--- config.mk ---
export PLATFORM = sky130hd
export DESIGN_NAME = misc_rr_sched_flat
export DESIGN_NICKNAME = d
export VERILOG_FILES = /design/src/rtl/misc_rr_sched_if.sv /design/src/rtl/misc_rr_sched.sv /design/src/flat_wrapper.sv
export SDC_FILE = /design/constraint.sdc
export NUM_CORES = 1
export LEC_CHECK = 0
export ABC_AREA = 1
export BUFFER_PORTS_ARGS = -buffer_cell sky130_fd_sc_hd__buf_2
export CAP_MARGIN = 10
export CORE_ASPECT_RATIO = 1.25
export CORE_UTILIZATION = 50
export CTS_BUF_LIST = sky130_fd_sc_hd__clkbuf_4
export DETAILED_ROUTE_END_ITERATION = 10
export PLACE_DENSITY_LB_ADDON = 0.15
export SLEW_MARGIN = 20
export SYNTH_ARGS = -nofsm -noshare
export SYNTH_HDL_FRONTEND = slang
export SYNTH_SLANG_ARGS = --single-unit
--- constraint.sdc ---
create_clock -name clk -period 1.6 [get_ports clk]
set_clock_uncertainty 0.15 [all_clocks]
set_input_delay 0.24 -clock clk [delete_from_list [all_inputs] [get_ports clk]]
set_output_delay 0.24 -clock clk [all_outputs]
set_load 0.1 [all_outputs]
--- src/rtl/misc_rr_sched_if.sv ---
// Scheduler-side bundle for the 4-in/4-out FIFO crossbar: FIFO status flags
// in, crossbar select and FIFO strobes out. The master modport is the
// scheduler, the slave modport is the FIFO/crossbar side.
// Optional feature macro: MISC_ARB_STATS_EN (adds word_cnt).
interface misc_rr_sched_if #(
    parameter int STAT_W = 16
);
    logic [3:0] fifo_empty;   // empty flags of input FIFOs 0-3
    logic [7:0] head_dest;    // {dest3,dest2,dest1,dest0}
    logic [3:0] fifo_full;    // full flags of output FIFOs 0-3
    logic [1:0] demux0;       // crossbar input select
    logic [3:0] pop;          // one-hot input FIFO read strobe
    logic [3:0] push;         // one-hot output FIFO write strobe
    logic       busy;         // scheduler not idle
`ifdef MISC_ARB_STATS_EN
    logic [STAT_W-1:0] word_cnt;  // forwarded-word counter
`endif

    modport master (
        input  fifo_empty, head_dest, fifo_full,
`ifdef MISC_ARB_STATS_EN
        output word_cnt,
`endif
        output demux0, pop, push, busy
    );

    modport slave (
        output fifo_empty, head_dest, fifo_full,
`ifdef MISC_ARB_STATS_EN
        input  word_cnt,
`endif
        input  demux0, pop, push, busy
    );
endinterface

--- src/rtl/misc_rr_sched.sv ---
// Round-robin scheduler for the 4-in/4-out FIFO crossbar.
// Moves one word per XFER cycle from the granted input FIFO to the output FIFO
// named by the head word's dest field, up to BURST_MAX words per grant, with a
// GAP cycle after every transfer so the FIFO flags can settle.
// Strobes are decoded from registered state only (no input-to-output paths).
// Optional feature macro: MISC_ARB_STATS_EN adds the word_cnt statistics counter.
module misc_rr_sched #(
    parameter int BURST_MAX = 4,   // 1..15 words per grant
    parameter int STAT_W    = 16   // word_cnt width
) (
    input  logic             clk,
    input  logic             reset,
    misc_rr_sched_if.master  bus
);

    typedef enum logic [1:0] {
        IDLE  = 2'd0,
        GRANT = 2'd1,
        XFER  = 2'd2,
        GAP   = 2'd3
    } state_t;

    localparam logic [3:0] LP_BURST_MAX = 4'(BURST_MAX);

    state_t     r_state;
    logic [1:0] r_sel;        // granted input, drives demux0
    logic [1:0] r_dst;        // output FIFO of the word being moved
    logic [1:0] r_ptr;        // last input served; scan starts after it
    logic [3:0] r_burst_cnt;  // words taken in the current grant

    state_t     w_next_state;
    logic [1:0] w_next_sel;
    logic [1:0] w_next_dst;
    logic [1:0] w_next_ptr;
    logic [3:0] w_next_burst;
    logic [3:0] w_elig;
    logic [1:0] w_idx;
    logic       w_found;

    // Input i may move a word when it holds one and its destination has room
    always_comb begin
        w_elig = '0;
        for (int i = 0; i < 4; i++) begin
            w_elig[i] = ~bus.fifo_empty[i] & ~bus.fifo_full[bus.head_dest[2*i +: 2]];
        end
    end

    // Next-state logic: round-robin scan in GRANT, burst continuation in GAP
    always_comb begin
        // NOTE: every variable gets a default first so no path leaves it unassigned (no latches).
        w_next_state = r_state;
        w_next_sel   = r_sel;
        w_next_dst   = r_dst;
        w_next_ptr   = r_ptr;
        w_next_burst = r_burst_cnt;
        w_found      = 1'b0;
        w_idx        = '0;
        unique case (r_state)
            IDLE: begin
                if (|w_elig) begin
                    w_next_state = GRANT;
                end
            end
            GRANT: begin
                w_next_state = IDLE;
                // k=4 wraps back to ptr itself, so a lone requester is regranted
                for (int k = 1; k <= 4; k++) begin
                    w_idx = r_ptr + 2'(k);
                    if (!w_found && w_elig[w_idx]) begin
                        w_found      = 1'b1;
                        w_next_sel   = w_idx;
                        w_next_dst   = bus.head_dest[{w_idx, 1'b0} +: 2];
                        w_next_burst = '0;
                        w_next_state = XFER;
                    end
                end
            end
            XFER: begin
                w_next_ptr   = r_sel;
                w_next_burst = (r_burst_cnt < LP_BURST_MAX) ? r_burst_cnt + 4'd1 : r_burst_cnt;
                w_next_state = GAP;
            end
            GAP: begin
                if ((r_burst_cnt < LP_BURST_MAX) && w_elig[r_sel]) begin
                    w_next_dst   = bus.head_dest[{r_sel, 1'b0} +: 2];
                    w_next_state = XFER;
                end else begin
                    w_next_state = GRANT;
                end
            end
            default: w_next_state = IDLE;
        endcase
    end

    // State register with synchronous reset; ptr=3 makes input 0 first in line
    always_ff @(posedge clk) begin
        // NOTE: sequential state uses non-blocking assignments so all registers update together.
        if (reset) begin
            r_state     <= IDLE;
            r_sel       <= '0;
            r_dst       <= '0;
            r_ptr       <= 2'd3;
            r_burst_cnt <= '0;
        end else begin
            r_state     <= w_next_state;
            r_sel       <= w_next_sel;
            r_dst       <= w_next_dst;
            r_ptr       <= w_next_ptr;
            r_burst_cnt <= w_next_burst;
        end
    end

    // Moore outputs: pop and push share the XFER condition, so never split
    assign bus.demux0 = r_sel;
    assign bus.pop    = (r_state == XFER) ? (4'b0001 << r_sel) : 4'b0000;
    assign bus.push   = (r_state == XFER) ? (4'b0001 << r_dst) : 4'b0000;
    assign bus.busy   = (r_state != IDLE);

`ifdef MISC_ARB_STATS_EN
    logic [STAT_W-1:0] r_word_cnt;

    // Forwarded-word counter, wraps naturally
    always_ff @(posedge clk) begin
        if (reset) begin
            r_word_cnt <= '0;
        end else if (r_state == XFER) begin
            r_word_cnt <= r_word_cnt + 1'b1;
        end
    end

    assign bus.word_cnt = r_word_cnt;
`endif

endmodule

--- src/flat_wrapper.sv ---
// flat-port wrapper written by rule: the top's interface ports become plain ports
module misc_rr_sched_flat 
#(
    parameter int BURST_MAX = 4,                           
    parameter int STAT_W    = 16                    
)
  (clk, reset, bus_fifo_empty, bus_head_dest, bus_fifo_full, bus_demux0, bus_pop, bus_push, bus_busy);
  misc_rr_sched_if #(.STAT_W(STAT_W)) bus_i ();
  input  logic clk;
  input  logic reset;
  input wire logic [$bits(bus_i.fifo_empty)-1:0] bus_fifo_empty;
  input wire logic [$bits(bus_i.head_dest)-1:0] bus_head_dest;
  input wire logic [$bits(bus_i.fifo_full)-1:0] bus_fifo_full;
  output wire logic [$bits(bus_i.demux0)-1:0] bus_demux0;
  output wire logic [$bits(bus_i.pop)-1:0] bus_pop;
  output wire logic [$bits(bus_i.push)-1:0] bus_push;
  output wire logic [$bits(bus_i.busy)-1:0] bus_busy;
  assign bus_i.fifo_empty = bus_fifo_empty;
  assign bus_i.head_dest = bus_head_dest;
  assign bus_i.fifo_full = bus_fifo_full;
  assign bus_demux0 = bus_i.demux0;
  assign bus_pop = bus_i.pop;
  assign bus_push = bus_i.push;
  assign bus_busy = bus_i.busy;
  misc_rr_sched #(.BURST_MAX(BURST_MAX), .STAT_W(STAT_W)) u_core (.clk(clk), .reset(reset), .bus(bus_i));
endmodule
==> flow_metrics.env, run 1 <==
export IMPL_syn_inst=218
export IMPL_cts_sinks=12
export IMPL_firstError="[ERROR DPL-0038] Utilization greater than 100%, impossible to legalize"
export IMPL_syn_area_per_cell_um2=5.75
export IMPL_gp_congestion=0.928
export IMPL_failing_step="global routing (5_1_grt)"
export IMPL_syn_nets=242
export IMPL_yosysUniqueCellTypes=22
export IMPL_cts_root_buf="clkbuf_4"
export IMPL_dp_hpwl_um=3360
export IMPL_portBuffers=28
export IMPL_rows=19
export IMPL_grt_max_degree=8
export IMPL_die_h_um=58.0
export IMPL_ys_ff_latch=12
export IMPL_io_pins=29
export IMPL_yosys_warnings=0
export IMPL_cts_buffer_depth=2
export IMPL_dp_cells=307
export IMPL_ys_seq_area_share_pct=19.2
export IMPL_synth_area_um2=1250
export IMPL_postGrtWorstEndpoint="u_core.r_dst[1]$_SDFFE_PP0P_/D"
export IMPL_status="stopped before the end"
export IMPL_fp_dieW_um=46.8
export IMPL_start_util_pct=54.9
export IMPL_htreeDepth=1
export IMPL_worst_ep_kind="sequential cell input"
export IMPL_cts_made_buffers=3
-- through the flow --
step / setup WS [ns] / utilization, % / TNS, ns / cell area [µm²] / hold slack (ns)
floorplan: -0.456 / - / -3.02 / 1460 / 0.152
global placement: -0.393 / 87.9 / -2.72 / 2010 / 0.280
detailed placement: -0.540 / 87.9 / -4.21 / 2010 / 0.281
CTS: -0.405 / 94.3 / -4.41 / 2150 / 0.0483
-- repair_timing --
action	CTS
gates cloned	0
setup endpoints to repair	21
resized for setup	27
pin swaps	23
buffers inserted	6
hold endpoints to repair	0
hold buffers	0
-- Yosys cell counts --
library cell / instances / area share (%)
nand3_2: 5 / 4.0
nor2_1: 12 / 3.6
o21ai_0: 5 / 2.0
nand3_1: 42 / 17
o221ai_1: 1 / 0.70
nand2_2: 11 / 5.5
buf_6: 1 / 0.90
o211ai_1: 3 / 1.8
or2_2: 1 / 0.50
nor2_2: 3 / 1.5
nand2_1: 61 / 18
nor3_1: 5 / 2.0
o211a_1: 1 / 0.80
ha_1: 6 / 6.0
clkbuf_1: 1 / 0.30
nand2_4: 1 / 0.90
inv_2: 6 / 1.8
dfxtp_1: 12 / 19
inv_1: 32 / 9.6
a21oi_1: 7 / 2.8
nand4_1: 1 / 0.50
xnor2_1: 1 / 0.70
-- cell families after synthesis --
| logic type | share of synthesized area [%] |
|---|---|
| simple gates | 53.5 |
| buf+inv | 12.6 |
| compound gates | 8.08 |
| flops | 19.2 |
| fa+ha+maj | 5.99 |
| xor+xnor | 0.699 |
==> run 2, diff against run 1 <==
- CORE_AREA: default -> 2 2 63 65
- CORE_ASPECT_RATIO: 1.25 -> default
- CORE_UTILIZATION: 50 -> default
- CTS_BUF_LIST: sky130_fd_sc_hd__clkbuf_4 -> default
- DIE_AREA: default -> 0 0 65 67
- clock period: 1.6 -> 2.1 ns (I/O delays scaled with it)
==> flow_metrics.env, run 2 <==
export IMPL_largest_reg_flops=4
export IMPL_yosysUniqueCellTypes=22
export IMPL_clkPwrFrac_pct=10.5
export IMPL_drt_iter0_markers=55
export IMPL_routed_top_layer="met4"
export IMPL_drt_first_pass_iters=4
export IMPL_yosys_top_cells_count="nand2_1, nand3_1, inv_1"
export IMPL_slew_viol_final=0
export IMPL_synth_area_top_cells="dfxtp_1, nand2_1, nand3_1"
export IMPL_synth_edf_count=0
export IMPL_tightest_slew_ns=0.487
export IMPL_wl_met1_um=1580
export IMPL_status="finished, final reports clean"
export IMPL_ys_ff_latch=12
export IMPL_die_h_um=67
export IMPL_async_reset_ff_share_pct=0
export IMPL_syn_inst=218
export IMPL_crit_path_start_kind="flip-flop"
export IMPL_synth_most_common_cell="nand2_1"
export IMPL_core_area_um2=3610
export IMPL_cts_buffer_depth=2
export IMPL_post_route_period_util_pct=97.3
export IMPL_grt_max_degree=12
export IMPL_nFillCells=379
export IMPL_clkSlewWorstSetupHoldPaths_ns=0.06
export IMPL_crit_type="reg2out"
export IMPL_nets=281
export IMPL_io_pins=29
export IMPL_p_switching_mw=1.43
export IMPL_end_kind="output pin"
export IMPL_p_int_mw=1.04
export IMPL_gp_congestion=0.879
export IMPL_synth_largest_area_cell="dfxtp_1"
export IMPL_final_instance_count_excl_fill=304
export IMPL_min_period_ns=2.04
export IMPL_grt_usage_pct=16.6
export IMPL_timing_fmax_mhz=490
export IMPL_synth_area_um2=1250
export IMPL_routed_wl_um=3210
export IMPL_dp_cells=295
export IMPL_maxCapViolations=0
export IMPL_antenna_left=0
export IMPL_rsz0062_at_grt="true"
export IMPL_met3WireLength_um=116
export IMPL_regMostFlops="u_core.r_burst_cnt"
export IMPL_rows=22
export IMPL_cts_sinks=12
export IMPL_insertion_delay_ns=0.25
export IMPL_ys_seq_area_share_pct=19.2
export IMPL_seqPwrFrac_pct=18.9
export IMPL_total_power_mw=2.47
export IMPL_drc=0
export IMPL_start_util_pct=34.8
export IMPL_cts_tree="built"
export IMPL_power_frac_comb_pct=70.6
export IMPL_sw_frac_of_total_pct=57.8
export IMPL_grt_pass1_vias=1340
export IMPL_cts_made_buffers=3
export IMPL_crit_arrival_ns=1.58
export IMPL_wl_met2_um=1480
export IMPL_slew_headroom_pct=67.7
export IMPL_cellPowerDensity_nw_per_um2=1390
export IMPL_synth_top_cell_area_share_pct=19.2
export IMPL_syn_area_per_cell_um2=5.75
export IMPL_vdd_ir_drop_worst_uv=935
export IMPL_vias=1456
export IMPL_cp_required_ns=1.63
export IMPL_via_per_inst=4.79
export IMPL_die_area_um2=4360
export IMPL_grt_overflow_total=0
export IMPL_layout_commonest_cell="nand2_1"
export IMPL_hold_viol=0
export IMPL_critPathMaxFanout=6
export IMPL_p_leak_nw=0.916
export IMPL_drive_above_1_share_pct=33.6
export IMPL_htreeDepth=1
export IMPL_final_setup_viol_count=0
export IMPL_portBuffers=28
export IMPL_post_drt_wl_per_cell_um=10.6
export IMPL_grt_pass1_wl_um=5620
export IMPL_cts_root_buf="clkbuf_8"
export IMPL_dp_hpwl_um=2640
export IMPL_diodes=0
export IMPL_final_cell_mix="nand2_1, nand3_1, inv_1"
export IMPL_min_path_type="in2reg"
export IMPL_holdWs_ns=0.153
export IMPL_area_delta_synth_final_pct=41.8
export IMPL_yosys_warnings=0
export IMPL_fp_dieW_um=65
export IMPL_synthFlopType="dfxtp_1"
export IMPL_syn_nets=242
export IMPL_antenna_found_initial=0
run 2: cell counts after synthesis:
No cell type changed its count.
run 2: kinds of logic (layout without fill, tap and decap cells):
family	count (synthesis)	count (layout)	share of synthesized area, %
xor gates and xnor gates	1	1	0.699
DFF	12	12	19.2
and+or+nand+nor	142	142	53.5
buffers and inverters	40	78	12.6
AOI/OAI and AO/OA	17	17	8.08
adders and majority gates	6	6	5.99
run 2: cell type report:
| type | count | area (µm²) | area share [%] |
|---|---|---|---|
| multi-input combinational | 166 | 957 | 53.8 |
| timing repair buffer | 36 | 305 | 17.2 |
| sequential | 12 | 251 | 14.1 |
| inverter | 38 | 149 | 8.37 |
| tap | 48 | 60.1 | 3.38 |
| clock buffer | 4 | 55.1 | 3.10 |
run 2: power by group through the flow:
| stage | logic, mW | registers [mW] | clock network, mW |
|---|---|---|---|
| after floorplan | 1.27 | 0.547 | 0 |
| after global placement | 1.70 | 0.463 | 0 |
| after detailed placement | 1.68 | 0.460 | 0 |
| after CTS | 1.69 | 0.456 | 0.270 |
| after global routing | 1.95 | 0.479 | 0.283 |
| final | 1.74 | 0.467 | 0.259 |
run 2: metrics by stage:
| step | setup slack [ns] | setup TNS (ns) | instance area [µm²] | util [%] |
|---|---|---|---|---|
| 2_1_floorplan | -0.0303 | -0.0303 | 1360 | - |
| 3_3_place_gp | 0.00788 | 0 | 1670 | 46.2 |
| 3_5_place_dp | 0.00188 | 0 | 1670 | 46.2 |
| 4_1_cts | 0.0129 | 0 | 1730 | 48.0 |
| 5_1_grt | -0.0151 | -0.0151 | 1780 | 49.3 |
| 6_report | 0.0572 | 0 | 1780 | 49.3 |
run 2: critical path, cell delays in order, from the launching register on:
cell and delay (ns):
dfxtp_4 0.36, inv_4 0.06, ha_4 0.18, clkinvlp_4 0.23, nor3_4 0.29, buf_12 0.20
run 2: layer usage:
metal / vias to the layer above / GRT usage (%)
met2: 22 / 28.2
met1: 652 / 21.0
met5: - / 0
met3: 4 / 3.89
li1: 778 / -
met4: 0 / 4.79
run 2: path summary, 6_finish.rpt:
check | from | cells past startpoint | endpoint | slack [ns]
max | u_core.r_state[0]$_SDFFE_PP0P_ | 5 | bus_pop[0] | 0.06
min | reset | 2 | u_core.r_state[0]$_SDFFE_PP0P_ | 0.15
max reg2reg | u_core.r_ptr[1]$_SDFFE_PP1P_ | 15 | u_core.r_dst[0]$_SDFFE_PP0P_ | 0.21
min reg2reg | u_core.r_burst_cnt[3]$_SDFFE_PP0P_ | 2 | u_core.r_burst_cnt[3]$_SDFFE_PP0P_ | 0.30
run 2: what timing repair did:
action                                  CTS  global route
hold buffers                              0             0
endpoints found under the setup margin    5            15
pin swaps                                 1             1
buffers inserted                          1             4
resized for setup                         0             8
Power figures use the tool's default switching activity.
